## config.mk

```make
export PLATFORM = sky130hd
export DESIGN_NAME = shift_seq_ctrl_flat
export DESIGN_NICKNAME = d
export VERILOG_FILES = /design/src/rtl/shift_seq_ctrl_pkg.sv /design/src/rtl/shift_seq_ctrl_if.sv /design/src/rtl/shift_seq_ctrl_shift1_step.sv /design/src/rtl/shift_seq_ctrl.sv /design/src/flat_wrapper.sv
export SDC_FILE = /design/constraint.sdc
export NUM_CORES = 1
export LEC_CHECK = 0
export ABC_AREA = 1
export CAP_MARGIN = 40
export CORE_MARGIN = 2
export CORE_UTILIZATION = 41
export DETAILED_ROUTE_END_ITERATION = 7
export PLACE_DENSITY_LB_ADDON = 0.05
export SLEW_MARGIN = 20
export SYNTH_ARGS = -nofsm -noshare
export SYNTH_HDL_FRONTEND = slang
export SYNTH_SLANG_ARGS = --single-unit
```

## constraint.sdc

```tcl
create_clock -name clk -period 1.6 [get_ports clk]
set_input_delay 0.32 -clock clk [delete_from_list [all_inputs] [get_ports clk]]
set_output_delay 0.32 -clock clk [all_outputs]
set_load 0.03 [all_outputs]
```

## src/rtl/shift_seq_ctrl_pkg.sv

```systemverilog
// rtl/shift_seq_ctrl_pkg.sv - shared op encodings and FSM state type for the sequential shifter
// Contents:
//   shift_op_e : OP_SLL / OP_SRL / OP_SRA / OP_RSV, the 2-bit op field also used by the ALU decoder
//   state_e    : S_IDLE / S_RUN controller states
package shift_seq_ctrl_pkg;

    typedef enum logic [1:0] {
        OP_SLL = 2'b00,
        OP_SRL = 2'b01,
        OP_SRA = 2'b10,
        OP_RSV = 2'b11
    } shift_op_e;

    typedef enum logic {
        S_IDLE = 1'b0,
        S_RUN  = 1'b1
    } state_e;

endpackage

```

## src/rtl/shift_seq_ctrl_if.sv

```systemverilog
// rtl/shift_seq_ctrl_if.sv - start/busy/done request and result bundle of the sequential shifter
// Signals:
//   start, op[1:0], a[WIDTH-1:0], shamt[SHW-1:0] : request side, driven by the master
//   busy, done, result[WIDTH-1:0], err           : status side, driven by the slave (shifter)
interface shift_seq_ctrl_if #(
    parameter int WIDTH = 8,
    parameter int SHW   = 8
);
    logic             start;
    logic [1:0]       op;
    logic [WIDTH-1:0] a;
    logic [SHW-1:0]   shamt;
    logic             busy;
    logic             done;
    logic [WIDTH-1:0] result;
    logic             err;

    modport master (
        output start, op, a, shamt,
        input  busy, done, result, err
    );

    modport slave (
        input  start, op, a, shamt,
        output busy, done, result, err
    );
endinterface

```

## src/rtl/shift_seq_ctrl_shift1_step.sv

```systemverilog
// rtl/shift_seq_ctrl_shift1_step.sv - combinational single-bit shift step
// Ports:
//   in_data  in  WIDTH  value to shift
//   op       in  2      shift kind (SLL / SRL / SRA; reserved passes through)
//   out_data out  WIDTH  in_data shifted by exactly one bit
module shift1_step
    import shift_seq_ctrl_pkg::*;
#(
    parameter int WIDTH = 8
) (
    input  logic [WIDTH-1:0] in_data,
    input  shift_op_e        op,
    output logic [WIDTH-1:0] out_data
);
    always_comb begin
        out_data = in_data;
        case (op)
            OP_SLL:  out_data = {in_data[WIDTH-2:0], 1'b0};
            OP_SRL:  out_data = {1'b0, in_data[WIDTH-1:1]};
            OP_SRA:  out_data = {in_data[WIDTH-1], in_data[WIDTH-1:1]};
            default: out_data = in_data;
        endcase
    end
endmodule

```

## src/rtl/shift_seq_ctrl.sv

```systemverilog
// rtl/shift_seq_ctrl.sv - sequential SLL/SRL/SRA unit, one bit per cycle under a down-counter
// Ports:
//   clk  in  clock, all state on posedge
//   rst  in  synchronous active-high reset; aborts any operation without a done
//   bus  slave modport of shift_seq_ctrl_if (start/op/a/shamt in, busy/done/result/err out)
module shift_seq_ctrl
    import shift_seq_ctrl_pkg::*;
#(
    parameter int WIDTH = 8,
    parameter int SHW   = 8
) (
    input  logic           clk,
    input  logic           rst,
    shift_seq_ctrl_if.slave bus
);
    // One extra bit so the counter can hold WIDTH itself (saturated amount).
    localparam int CW = $clog2(WIDTH) + 1;

    state_e           state_q, state_d;
    shift_op_e        op_q, op_d;
    logic [WIDTH-1:0] sreg_q, sreg_d;
    logic [WIDTH-1:0] result_q, result_d;
    logic [CW-1:0]    cnt_q, cnt_d;
    logic             done_q, done_d;
    logic             err_q, err_d;
    logic [CW-1:0]    eff;
    logic [WIDTH-1:0] step_out;

    shift1_step #(.WIDTH(WIDTH)) u_step (
        .in_data  (sreg_q),
        .op       (op_q),
        .out_data (step_out)
    );

    // Amounts of WIDTH or more all behave like WIDTH steps, which fully
    // drains SLL/SRL to zero and fills SRA with the sign bit.
    always_comb begin
        eff = '0;
        if (bus.shamt >= SHW'(WIDTH))
            eff = CW'(WIDTH);
        else
            eff = bus.shamt[CW-1:0];
        if (shift_op_e'(bus.op) == OP_RSV)
            eff = '0;
    end

    always_comb begin
        state_d  = state_q;
        op_d     = op_q;
        sreg_d   = sreg_q;
        result_d = result_q;
        cnt_d    = cnt_q;
        done_d   = 1'b0;
        err_d    = 1'b0;
        case (state_q)
            S_IDLE: begin
                if (bus.start) begin
                    sreg_d  = bus.a;
                    op_d    = shift_op_e'(bus.op);
                    cnt_d   = eff;
                    state_d = S_RUN;
                end
            end
            S_RUN: begin
                if (cnt_q != '0) begin
                    sreg_d = step_out;
                    cnt_d  = cnt_q - 1'b1;
                end else begin
                    result_d = sreg_q;
                    done_d   = 1'b1;
                    err_d    = (op_q == OP_RSV);
                    state_d  = S_IDLE;
                end
            end
            default: state_d = S_IDLE;
        endcase
    end

    always_ff @(posedge clk) begin
        if (rst) begin
            state_q  <= S_IDLE;
            op_q     <= OP_SLL;
            sreg_q   <= '0;
            result_q <= '0;
            cnt_q    <= '0;
            done_q   <= 1'b0;
            err_q    <= 1'b0;
        end else begin
            state_q  <= state_d;
            op_q     <= op_d;
            sreg_q   <= sreg_d;
            result_q <= result_d;
            cnt_q    <= cnt_d;
            done_q   <= done_d;
            err_q    <= err_d;
        end
    end

    assign bus.busy   = (state_q == S_RUN);
    assign bus.done   = done_q;
    assign bus.err    = err_q;
    assign bus.result = result_q;
endmodule

```

## src/flat_wrapper.sv

```systemverilog
// flat-port wrapper written by rule: the top's interface ports become plain ports
module shift_seq_ctrl_flat import shift_seq_ctrl_pkg::*;
#(
    parameter int WIDTH = 8,
    parameter int SHW   = 8
)
  (clk, rst, bus_start, bus_op, bus_a, bus_shamt, bus_busy, bus_done, bus_result, bus_err);
  shift_seq_ctrl_if #(.WIDTH(WIDTH), .SHW(SHW)) bus_i ();
  input  logic clk;
  input  logic rst;
  input wire logic [$bits(bus_i.start)-1:0] bus_start;
  input wire logic [$bits(bus_i.op)-1:0] bus_op;
  input wire logic [$bits(bus_i.a)-1:0] bus_a;
  input wire logic [$bits(bus_i.shamt)-1:0] bus_shamt;
  output wire logic [$bits(bus_i.busy)-1:0] bus_busy;
  output wire logic [$bits(bus_i.done)-1:0] bus_done;
  output wire logic [$bits(bus_i.result)-1:0] bus_result;
  output wire logic [$bits(bus_i.err)-1:0] bus_err;
  assign bus_i.start = bus_start;
  assign bus_i.op = bus_op;
  assign bus_i.a = bus_a;
  assign bus_i.shamt = bus_shamt;
  assign bus_busy = bus_i.busy;
  assign bus_done = bus_i.done;
  assign bus_result = bus_i.result;
  assign bus_err = bus_i.err;
  shift_seq_ctrl #(.WIDTH(WIDTH), .SHW(SHW)) u_core (.clk(clk), .rst(rst), .bus(bus_i));
endmodule
```

## Word-level counts from Yosys, hierarchy flattened

Cells that the tools add are included.

| storage, ports and cells | value |
|---|---|
| bits in registers | 25 |
| output and inout bits | 11 |
| word-level logic and storage cells | 43 |

| cells by class | value |
|---|---|
| add/subtract/negate cells | 1 |
| $lt $le $gt $ge | 1 |
| equal/unequal tests | 9 |
| multiplexer cells | 13 |
| bitwise gates (word level) | 2 |
| reduce and logical (&&, ||, !) cells | 9 |

Operator list:

| kind | number |
|---|---|
| case mux 8 bit (3 select lines) | 1 |
| 2-to-1 mux 4 bit | 4 |
| 2-to-1 mux 8 bit | 2 |
| case mux 8 bit (2 select lines) | 1 |
| greater-or-equal comparator 8 x 4 -> 1 bit, second input constant | 1 |
| case mux 4 bit (2 select lines) | 1 |
| equality test 2 bit, second input constant | 3 |
| != test 2 bit, second input constant | 3 |
| AND reduction 2 bit | 3 |
| != test 4 bit, second input constant | 1 |
| AND reduction 4 bit | 1 |
| nonzero test 4 bit | 1 |
| subtractor 4 x 1 -> 4 bit, second input constant | 1 |
| 2-to-1 mux 1 bit | 3 |
| != test 3 bit, second input constant | 1 |
| AND reduction 3 bit | 1 |
| OR reduction 3 bit | 1 |
| equality test 2 x 1 -> 1 bit, second input constant | 1 |
| logical NOT 2 bit | 1 |
| NOT 1 bit | 2 |
| case mux 1 bit (2 select lines) | 1 |
| OR reduction 2 bit | 1 |

## Longest topological paths before layout

Gate-level depths: netlist of run 1.

| depth | value |
|---|---|
| depth after elaboration | 5 |
| depth in mapped cells | 10 |

## Cells and area by module

A second synthesis of run 1 with hierarchy kept.

| second synthesis, totals | value |
|---|---|
| cells, all modules | 206 |
| area total of the unflattened synthesis | 1305.0 um^2 |

By module, submodules not included:

| module | times used | cells an instance | area an instance (um^2) |
|---|---|---|---|
| shift_seq_ctrl | 1 | 170 | 1121.1 |
| shift1_step | 1 | 36 | 183.9 |

## Least setup slack after synthesis of run 1

OpenSTA, ideal clock, no wires.

| timing path | value |
|---|---|
| kind | register -> register |
| start point | register u_core.op_q[0] |
| end point | register u_core.sreg_q[4] |
| setup time | 0.111 ns |
| arrival time | 1.247 ns |
| required time | 1.489 ns |
| slack | 0.241 ns |
| cell stages (with the launch flop) | 11 |
| clock period less this slack | 1.359 ns |
| cell sequence | dfxtp_1 inv_1 ha_1 buf_2 inv_1 nand2_1 nand2_1 nor2_1 nor2_1 nor2_1 nor2_1 |

| between the ends | value |
|---|---|
| cells in the longest elaborated chain, start to end | 4 |
| elaborated cells on any way between the ends | 8 |

Ends and longest elaborated chain:

| item | RTL line | source |
|---|---|---|
| start, declared | shift_seq_ctrl.sv:20 | `shift_op_e op_q, op_d;` |
| start signal, assigned | shift_seq_ctrl.sv:90 | `op_q <= op_d;` |
| equality test 2 bit, or another cell as far along | shift_seq_ctrl_shift1_step.sv:17 | `case (op)` |
| case mux 8 bit (3 select lines) | shift_seq_ctrl_shift1_step.sv:17 |  |
| 2-to-1 mux 8 bit | shift_seq_ctrl.sv:65 | `if (cnt_q != '0) begin` |
| case mux 8 bit (2 select lines) | shift_seq_ctrl.sv:55 | `case (state_q)` |
| end signal, assigned | shift_seq_ctrl.sv:91 | `sreg_q <= sreg_d;` |
| end, declared | shift_seq_ctrl.sv:21 | `logic [WIDTH-1:0] sreg_q, sreg_d;` |

Several ways; a longest one is shown, not always the timed one. The select of a mux whose other input is x is not followed.
A chain may end at the register's enable or synchronous reset.

## Worst setup path after layout of run 1

| timing path | value |
|---|---|
| start point | register u_core.result_q[5] (netlist: u_core.bus.result[5]) |
| end point | output port bus_result[5] |

RTL lines:

| item | RTL line | source |
|---|---|---|
| start, declared | shift_seq_ctrl.sv:22 | `logic [WIDTH-1:0] result_q, result_d;` |
| start signal, assigned | shift_seq_ctrl.sv:92 | `result_q <= result_d;` |
| end, declared | flat_wrapper.sv:17 | `output wire logic [$bits(bus_i.result)-1:0] bus_result;` |

No word-level cell between the ends.

==> results of run 1 <==
## kinds of logic after synthesis
logic type               Yosys count
AO/OA/AOI/OAI                     30
adder cells (fa/ha/maj)            6
buffers and inverters             27
flip-flops                        25
AND/OR/NAND/NOR                  123
## cell usage after synthesis, drive strengths merged
cell type,count
a21oi,12
buf,6
clkbuf,1
dfxtp,25
ha,6
inv,20
nand2,55
nand3,5
nand3b,1
nand4,1
nor2,58
nor3,1
nor3b,1
o211ai,1
o21a,1
o21ai,16
or2,1
## per-stage QoR
step / util (%) / cells / setup TNS (ns) / hold slack [ns]
after CTS: 53.1 / 290 / 0 / 0.499
after detailed placement: 52.5 / 286 / -0.225 / 0.475
after floorplan: - / 211 / 0 / 0.392
after global placement: 52.5 / 286 / -0.00212 / 0.462
after global routing: 53.9 / 291 / 0 / 0.527
final: 53.9 / 291 / 0 / 0.495
## timing repair
item | CTS | global route
cloned | 0 | 1
endpoints found under the setup margin | 10 | 14
hold endpoints to repair | 0 | 0
pin swaps | 0 | 1
gates resized for setup | 10 | 7
## per-layer routing
| metal | part of all wire (%) | up-vias |
|---|---|---|
| met5 | 0 | - |
| met4 | 0.65 | 0 |
| met3 | 4.8 | 2 |
| met2 | 45 | 29 |
| met1 | 50 | 589 |
| li1 | - | 725 |
## area by class of cell
cell class	instances	area (µm²)	share of cell area (%)
clock buffer	3	22.5	1.27
clock inverter	1	7.51	0.424
inverter	20	77.6	4.38
multi-input combinational	160	769	43.5
sequential	25	503	28.4
tap	46	57.6	3.25
timing repair buffer	36	333	18.8
## sequential cells by signal, summed over array words and instances (netlist names)
register / flops
u_core.bus.err: 1
u_core.sreg_q: 8
u_core.op_q: 2
u_core.bus.result: 8
u_core.bus.busy: 1
u_core.cnt_q: 4
u_core.bus.done: 1
## where the power goes
group | internal [mW] | switching (mW) | total, mW | leakage [nW]
clock network | 0.0957 | 0.219 | 0.315 | 0.0139
registers | 0.712 | 0.0627 | 0.775 | 0.207
logic | 0.251 | 0.399 | 0.650 | 0.612
total | 1.06 | 0.680 | 1.74 | 0.833
## worst min path at each step
stage / from / end / slack [ns]
2_1_floorplan: rst / u_core.bus.done / 0.39
4_1_cts: u_core.bus.result[7] / u_core.bus.result[7] / 0.50
3_3_place_gp: u_core.bus.result[7] / u_core.bus.result[7] / 0.46
3_5_place_dp: u_core.bus.result[7] / u_core.bus.result[7] / 0.47
5_1_grt: u_core.bus.result[7] / u_core.bus.result[7] / 0.53
6_report: u_core.bus.result[7] / u_core.bus.result[7] / 0.50
## cell usage in the layout (no fill, tap or decap)
| master | instances |
|---|---|
| a21oi_1 | 11 |
| a21oi_2 | 1 |
| buf_4 | 6 |
| clkbuf_4 | 3 |
| clkdlybuf4s50_1 | 20 |
| clkinvlp_4 | 1 |
| dfxtp_1 | 23 |
| dfxtp_2 | 2 |
| dlygate4sd2_1 | 10 |
| ha_1 | 6 |
| inv_1 | 18 |
| inv_2 | 1 |
| inv_4 | 1 |
| nand2_1 | 53 |
| nand2_2 | 1 |
| nand2_4 | 1 |
| nand3_1 | 4 |
| nand3_2 | 1 |
| nand3_4 | 1 |
| nand3b_1 | 1 |
| nand4_1 | 1 |
| nor2_1 | 55 |
| nor2_2 | 2 |
| nor2_4 | 1 |
| nor3_2 | 1 |
| nor3b_1 | 1 |
| o211ai_1 | 1 |
| o21a_1 | 1 |
| o21ai_0 | 14 |
| o21ai_1 | 1 |
| o21ai_2 | 1 |
| or2_2 | 1 |
==> reports/metrics.cfg, run 1 <==
[worst_hold_path]
min_path_cells = 2
hp-class = reg -> reg

[drt]
drt_iter0_drc = 68
wirelength_mm = 3.22
antenna_left = 0
post_drt_wl_per_cell_um = 11.1
drcViolationCount = 0
via_count = 1345
avgViaCountPerCell = 4.62
drt_pass1_iterations = 4

[floorplan]
die_w_um = 62.0
core_mm2 = 0.00328
die_y_um = 62.0
start_util_pct = 42.0
row_count = 21
ios = 32
dieArea_mm2 = 0.00385

[global_routing]
gr-total-overflow = 0
grt_max_degree = 23
grt_pass1_wl_mm = 4.92
grt_pass1_vias = 1127
grt.busiest_layer = met2
antenna_found_initial = 0
use_met1_pct = 24.2
grt_use_met3_pct = 1.86
grt_usage_pct = 17.2
use_met2_pct = 27.2

[setup_path]
crit_fanout = 2
reg2reg_setup_slack_ns = 0.17
r2r-end = u_core.sreg_q[7]
cpLargestDelayFamily = buffers and inverters
path_depth = 1
worstPathCellList = dlygate4sd2_1
slowest_delay_ns = 0.40
cp_slowest_cell = dlygate4sd2_1
critPathKind = reg -> out
endpoint = bus_result[5]
worst-endpoint-required_ns = 1.28
cp.arrival_ns = 1.11
crit-reg2reg-launch = u_core.op_q[0]
crit_path_start_kind = register
ff2ff_path_depth = 9
crit_start = u_core.bus.result[5]
critPathBufInv = 1
end_kind = primary output

[clocking]
clk_latency_ns = 0.33
htreeDepth = 1
clkSlewWorstSetupHoldPaths_ns = 0.16
cts_setup_buffers = 0
cts_buffer_depth = 2
cts.sinks = 25
cts_buffers = 3
cts_hold_buf = 0
root_buffer = clkbuf_4
cts_tree = done

[logic_synthesis]
synth.distinct_cells = 27
synthMuxAreaShare_pct = 0
synth_area_leader_cell = dfxtp_1
synthesis.area_mm2 = 0.00138
synthSimpleGateAreaFrac_pct = 36.9
yosys_warnings = 0
synth_top_family_by_area = simple AND/OR/NAND/NOR gates
synth.area.top_cells = dfxtp_1, nor2_1, nand2_1, ha_1, o21ai_0
synth_nets = 238
syn_area_per_cell_um2 = 6.54
ys_ff_latch = 25
synthCells = 211
synthAdderAreaFrac_pct = 5.44
synth_xor_area_share_pct = 0
synth_top_area_share_pct = 36.3
synth_compound_area_share_pct = 11.8
ys_seq_area_share_pct = 36.3

[layout]
num-fill-cells = 348
nets = 273
syn2layout_area_growth_pct = 28.3
n_antenna_cell = 0
drive_above_1_share_pct = 10.2
final_area_mm2 = 0.00177

[timing]
tightest_slew_ns = 0.659
rsz0062_at_grt = false
worst_slack_ns = 0.168
hold_violations = 0
fin_crit_ns = 1.43
setup_viol = 0
finalCritPeriodShare_pct = 89.5
timing.fmax_mhz = 699
relSlewSlack_pct = 56.0
fin_skew_ns = 0.00516
finalMaxSlewViolations = 0

[power_and_ir_drop]
max-vdd-ir-drop_mv = 0.442
p_total_mw = 1.74
power_leakage_nw = 0.833
power_density_mw_per_mm2 = 982

[run_status]
status = finished clean

[run]
max-cap-violations = 0

[placement]
place_area_mm2 = 0.00173
hpwlAfterDp_mm = 2.28
pre_cts_slack_ns = -0.0544
portBuffers = 31
place.gp.congestion = 0.800

No activity file was read; power rests on OpenSTA's default activity.
==> inputs of run 2 (changes only) <==
--- a/config.mk
+++ b/config.mk
@@ -5,12 +5,13 @@
 export SDC_FILE = /design/constraint.sdc
 export NUM_CORES = 1
 export LEC_CHECK = 0
-export ABC_AREA = 1
 export CAP_MARGIN = 40
 export CORE_MARGIN = 2
 export CORE_UTILIZATION = 41
+export CTS_BUF_LIST = sky130_fd_sc_hd__clkbuf_4 sky130_fd_sc_hd__clkbuf_8 sky130_fd_sc_hd__clkbuf_16
 export DETAILED_ROUTE_END_ITERATION = 7
 export PLACE_DENSITY_LB_ADDON = 0.05
+export SKIP_CTS_REPAIR_TIMING = 1
 export SLEW_MARGIN = 20
 export SYNTH_ARGS = -nofsm -noshare
 export SYNTH_HDL_FRONTEND = slang
==> reports/metrics.cfg, run 2 <==
[clocking]
root_buffer = clkbuf_4
cts_buffer_depth = 2  ; unchanged
cts_buffers = 3  ; unchanged
clk_latency_ns = 0.32  ; about the same
clkSlewWorstSetupHoldPaths_ns = 0.14  ; -0.02 ns
htreeDepth = 1  ; unchanged
cts.sinks = 25  ; unchanged
cts_tree = done

[setup_path]
reg2reg_setup_slack_ns = 0.08  ; -0.09 ns
r2r-end = u_core.bus.err
crit_path_start_kind = register
worst-endpoint-required_ns = 1.87  ; +0.59 ns
crit-reg2reg-launch = u_core.cnt_q[1]
critPathKind = reg -> reg
crit_fanout = 5  ; +3
cp.arrival_ns = 1.79  ; +0.68 ns
end_kind = register
ff2ff_path_depth = 6  ; -3

[power_and_ir_drop]
max-vdd-ir-drop_mv = 0.379  ; -14%
power_density_mw_per_mm2 = 837  ; -15%
power_leakage_nw = 0.888  ; +6.6%
p_total_mw = 1.59  ; -8.5%

[logic_synthesis]
ys_ff_latch = 25  ; unchanged
ys_async_sr_fraction_pct = 0  ; unchanged
synth_top_area_share_pct = 38.0  ; +1.8 points
synth_edf_count = 0  ; unchanged
yosys_warnings = 0  ; unchanged
syn_area_per_cell_um2 = 8.28  ; +27%
synthSimpleGateAreaFrac_pct = 25.7  ; -11 points
synth_top_family_by_area = simple AND/OR/NAND/NOR gates
synth_common_cells = dfxtp_1, nor2_1, nand2_1, a21oi_1, a31oi_1
synth_area_leader_cell = dfxtp_1
synth_xor_area_share_pct = 0.665  ; +0.67 points
synth_most_common_cell = dfxtp_1
synth_nets = 186  ; -22%
synthesis.area_mm2 = 0.00132  ; -4.6%
synth_compound_area_share_pct = 19.3  ; +7.5 points
synthMuxAreaShare_pct = 4.56  ; +4.6 points
synthCells = 159  ; -25%
synth.area.top_cells = dfxtp_1, nor2_1, a21oi_1, ha_1, nand2_1
synth_ff_type = dfxtp_1
synthAdderAreaFrac_pct = 5.70  ; +0.26 points
ys_seq_area_share_pct = 38.0  ; +1.8 points
synth.distinct_cells = 34  ; +26%

[placement]
pre_cts_slack_ns = -0.251  ; -0.197 ns
place_inst = 238  ; -17%
hpwlAfterDp_mm = 2.34  ; +2.6%
place.gp.congestion = 0.807  ; +0.95%
portBuffers = 31  ; unchanged

[drt]
via_count = 1259  ; -6.4%
maxUsedRoutingLayer = met4
drt_pass1_iterations = 4  ; unchanged
wl_met1_mm = 1.31  ; -18%
wl_met2_mm = 1.68  ; +17%
wirelength_mm = 3.17  ; -1.5%
met3WireLength_um = 145  ; -7.1%
avgViaCountPerCell = 5.12  ; +11%
drt_iter0_drc = 25  ; -63%
antenna_left = 0  ; unchanged
drcViolationCount = 0  ; unchanged
post_drt_wl_per_cell_um = 12.9  ; +17%

[layout]
drive_above_1_share_pct = 22.8  ; +13 points
final_cells = 246  ; -15%
layout_common_cells = nor2_1, clkdlybuf4s50_1, dfxtp_1
num-fill-cells = 297  ; -15%
nets = 230  ; -16%
syn2layout_area_growth_pct = 44.4
final_util_pct = 62.3  ; +8.3 points
n_antenna_cell = 0  ; unchanged
final_common_cell = nor2_1

[timing]
setup_viol = 0  ; unchanged
tightest_slew_ns = 0.449  ; -0.211 ns
hold_violations = 0  ; unchanged
fin_skew_ns = 0.0120  ; +0.00688 ns
finalMaxSlewViolations = 0  ; unchanged
worst_slack_ns = 0.0782  ; -0.0901 ns
relSlewSlack_pct = 70.0  ; +14 points
fin_crit_ns = 1.52  ; +0.0901 ns
timing.fmax_mhz = 657  ; -5.9%
rsz0062_at_grt = true
finalCritPeriodShare_pct = 95.1  ; +5.6 points

[floorplan]
die_y_um = 60.7  ; -2.2%
dieArea_mm2 = 0.00368  ; -4.3%
core_mm2 = 0.00305  ; -7.0%
ios = 32  ; unchanged
start_util_pct = 43.1  ; +1.1 points
die_w_um = 60.7  ; -2.2%
row_count = 20  ; -4.8%

[run]
max-cap-violations = 0  ; unchanged

[run_status]
status = finished clean

[global_routing]
antenna_found_initial = 0  ; unchanged
grt_usage_pct = 17.9  ; +0.61 points
grt_pass1_vias = 1162  ; +3.1%
grt_pass1_wl_mm = 4.88  ; -0.83%
gr-total-overflow = 0  ; unchanged
grt_max_degree = 25  ; +8.7%

[worst_hold_path]
min_from = u_core.bus.result[6]
hold-path-endpoint = u_core.bus.result[6]
min_path_cells = 2  ; unchanged
hp-class = reg -> reg

==> run 2: cell count changes after synthesis, moves of 4 or more <==
cell	previous run	this run
a21oi_1	11	15
a31oi_1	0	9
clkbuf_1	1	5
inv_1	18	6
mux2i_1	0	6
nand2_1	53	19
nand2b_1	0	6
nor2_1	56	23
nor3_1	1	5
o211ai_1	1	6
o21ai_0	14	2
==> run 2: layout make-up <==
type	instances	area, µm²	share of cell area, %
Multi-Input combinational cell	118	805	42.3
Sequential cell	25	507	26.7
Timing Repair Buffer	49	484	25.5
Tap cell	44	55.1	2.90
Clock buffer	3	22.5	1.18
Inverter	6	22.5	1.18
Clock inverter	1	5.00	0.263
==> run 2: worst max path at each step <==
| stage | from | to | slack (ns) | cells after the start |
|---|---|---|---|---|
| final | u_core.cnt_q[1] | u_core.bus.err | 0.08 | 6 |
| after global routing | u_core.op_q[0] | u_core.sreg_q[6] | -0.06 | 6 |
| after CTS | u_core.bus.result[5] | bus_result[5] | -0.09 | 1 |
| after detailed placement | bus_shamt[7] | u_core.cnt_q[0] | -0.25 | 5 |
| after global placement | bus_shamt[7] | u_core.cnt_q[0] | -0.21 | 5 |
| after floorplan | u_core.bus.busy | u_core.cnt_q[3] | 0.05 | 6 |
==> run 2: through the flow <==
stage | TNS, ns | area (µm²) | hold WS [ns]
detailed placement | -0.975 | 1750 | 0.448
CTS | -1.00 | 1780 | 0.467
global placement | -0.709 | 1750 | 0.444
global route | -0.0698 | 1900 | 0.476
floorplan | 0 | 1320 | 0.388
finish | 0 | 1900 | 0.461
==> run 2: logic make-up (layout without fill, tap and decap cells) <==
logic type | count (synthesis) | after routing
AO/OA/AOI/OAI | 40 | 40
XOR/XNOR | 1 | 1
adder cells (fa/ha/maj) | 6 | 6
buffers and inverters | 17 | 59
flip-flops | 25 | 25
multiplexers | 6 | 6
AND/OR/NAND/NOR | 64 | 65
==> run 2: worst max-delay path: stages (launching register included) <==
cell and delay (ns):
dfxtp_2 0.35, inv_2 0.07, ha_4 0.13, or3b_4 0.39, or2_4 0.30, nor2_4 0.09, and2_4 0.13
==> run 2: power by group <==
| part | leakage (nW) | switching [mW] | internal [mW] |
|---|---|---|---|
| sequential | 0.207 | 0.0576 | 0.682 |
| combinational | 0.664 | 0.272 | 0.299 |
| clock | 0.0177 | 0.187 | 0.0934 |
| total | 0.888 | 0.517 | 1.07 |
==> run 2: layer usage <==
layer  up-vias  GRT usage (%)
met4         0           8.07
met5         -              0
met1       590           19.8
met3         4           2.99
met2        26           33.0
li1        639              -
==> inputs of run 3 (changes only) <==
--- a/config.mk
+++ b/config.mk
@@ -8,7 +8,7 @@
 export CAP_MARGIN = 40
 export CORE_MARGIN = 2
 export CORE_UTILIZATION = 41
-export CTS_BUF_LIST = sky130_fd_sc_hd__clkbuf_4 sky130_fd_sc_hd__clkbuf_8 sky130_fd_sc_hd__clkbuf_16
+export CTS_BUF_LIST = sky130_fd_sc_hd__clkbuf_8
 export DETAILED_ROUTE_END_ITERATION = 7
 export PLACE_DENSITY_LB_ADDON = 0.05
 export SKIP_CTS_REPAIR_TIMING = 1
==> reports/metrics.cfg, run 3 (synthesis gave the netlist of run 2 again) <==
[drt]
wl_met2_mm = 1.61  ; -4.1%
avgViaCountPerCell = 5.08  ; -0.79%
drt_pass1_iterations = 4  ; unchanged
maxUsedRoutingLayer = met4
drt_iter0_drc = 38  ; +52%
wl_met1_mm = 1.35  ; +2.9%
post_drt_wl_per_cell_um = 12.9  ; +0.25%
met3WireLength_um = 172  ; +19%
drcViolationCount = 0  ; unchanged
via_count = 1244  ; -1.2%
antenna_left = 0  ; unchanged
wirelength_mm = 3.17  ; -0.16%

[clocking]
cts_buffer_depth = 2  ; unchanged
root_buffer = clkbuf_8
htreeDepth = 1  ; unchanged
cts_tree = done
clk_latency_ns = 0.27  ; -0.05 ns
cts.sinks = 25  ; unchanged
clkSlewWorstSetupHoldPaths_ns = 0.09  ; -0.05 ns
cts_buffers = 3  ; unchanged

[floorplan]
die_y_um = 60.7  ; unchanged
core_mm2 = 0.00305  ; unchanged
ios = 32  ; unchanged
die_w_um = 60.7  ; unchanged
start_util_pct = 43.1  ; unchanged
dieArea_mm2 = 0.00368  ; unchanged
row_count = 20  ; unchanged

[power_and_ir_drop]
power_density_mw_per_mm2 = 874  ; +4.5%
max-vdd-ir-drop_mv = 0.404  ; +6.7%
p_total_mw = 1.67  ; +5.0%
power_leakage_nw = 0.878  ; -1.1%

[setup_path]
critPathKind = reg -> out
cpLargestDelayFamily = buffers and inverters
crit_path_start_kind = register
critPathBufInv = 1  ; unchanged
slowest_delay_ns = 0.65  ; +0.26 ns
worstPathCellList = clkdlybuf4s50_1
worst-endpoint-required_ns = 1.28  ; -0.59 ns
cp_slowest_cell = clkdlybuf4s50_1
cp.arrival_ns = 1.23  ; -0.56 ns
end_kind = primary output
crit_fanout = 1  ; -4

[global_routing]
grt_pass1_wl_mm = 4.89  ; +0.29%
antenna_found_initial = 0  ; unchanged
gr-total-overflow = 0  ; unchanged
grt_usage_pct = 17.9  ; +0.044 points
grt_pass1_vias = 1171  ; +0.77%
grt_max_degree = 25  ; unchanged

[layout]
syn2layout_area_growth_pct = 45.1
nets = 229  ; -0.43%
n_antenna_cell = 0  ; unchanged
final_common_cell = nor2_1
drive_above_1_share_pct = 21.9  ; -0.88 points
multiInputGateArea_um2 = 806  ; +0.16%
final_cells = 245  ; -0.41%
register_area_um2 = 505  ; -0.25%
layout_common_cells = nor2_1, clkdlybuf4s50_1, dfxtp_1
num-fill-cells = 298  ; +0.34%

[timing]
finalCritPeriodShare_pct = 96.7  ; +1.6 points
setup_viol = 0  ; unchanged
fin_skew_ns = 0.00791  ; -0.00413 ns
fin_crit_ns = 1.55  ; +0.0252 ns
hold_violations = 0  ; unchanged
tightest_slew_ns = 0.417  ; -0.0318 ns
timing.fmax_mhz = 646  ; -1.6%
finalMaxSlewViolations = 0  ; unchanged
relSlewSlack_pct = 72.2  ; +2.1 points

[worst_hold_path]
hp-class = reg -> reg

[placement]
hpwlAfterDp_mm = 2.34  ; unchanged
place_inst = 238  ; unchanged
place.gp.congestion = 0.807  ; unchanged
portBuffers = 31  ; unchanged

[run]
max-cap-violations = 0  ; unchanged

[run_status]
status = finished clean

==> run 3: cell type report <==
cell class / instances / share of cell area [%]
Clock buffer: 3 / 2.16
Sequential cell: 25 / 26.5
Inverter: 6 / 1.18
Multi-Input combinational cell: 118 / 42.2
Timing Repair Buffer: 48 / 24.8
Clock inverter: 1 / 0.262
Tap cell: 44 / 2.88
==> run 3: path summary, 6_finish.rpt <==
kind	from	end	slack, ns	cells after the start
max	u_core.bus.done	bus_done	0.05	1
min	u_core.bus.result[6]	u_core.bus.result[6]	0.45	2
max reg2reg	u_core.cnt_q[1]	u_core.bus.result[0]	0.09	6
min reg2reg	u_core.bus.result[6]	u_core.bus.result[6]	0.45	2
==> run 3: power by group <==
group	internal (mW)	leakage, nW	switching [mW]
logic	0.294	0.647	0.264
registers	0.681	0.206	0.0581
clock network	0.174	0.0255	0.199
total	1.15	0.878	0.520
==> run 3: layer usage <==
| layer | vias to the layer above | GRT usage, % |
|---|---|---|
| met5 | - | 0 |
| met4 | 0 | 9.01 |
| met3 | 4 | 2.35 |
| met2 | 34 | 33.0 |
| met1 | 569 | 19.9 |
| li1 | 637 | - |
==> run 3: worst reg2reg max path: cells and delay by family, from the launching register on <==
kind	cells	cell delay (ns)
AO/OA/AOI/OAI	1	0.06
adder cells (fa/ha/maj)	1	0.14
buffers and inverters	1	0.07
AND/OR/NAND/NOR	3	0.81
flip-flops	1	0.33
==> run 3: through the flow <==
stage               setup TNS (ns)  setup slack [ns]  area (µm²)  hold slack [ns]  util [%]
CTS                         -0.316           -0.0547        1800            0.461      59.0
finish                           0            0.0531        1910            0.455      62.5
detailed placement          -0.975            -0.251        1750            0.448      57.5
global route               -0.0406           -0.0403        1910            0.470      62.5
floorplan                        0            0.0514        1320            0.388         -
global placement            -0.709            -0.213        1750            0.444      57.5
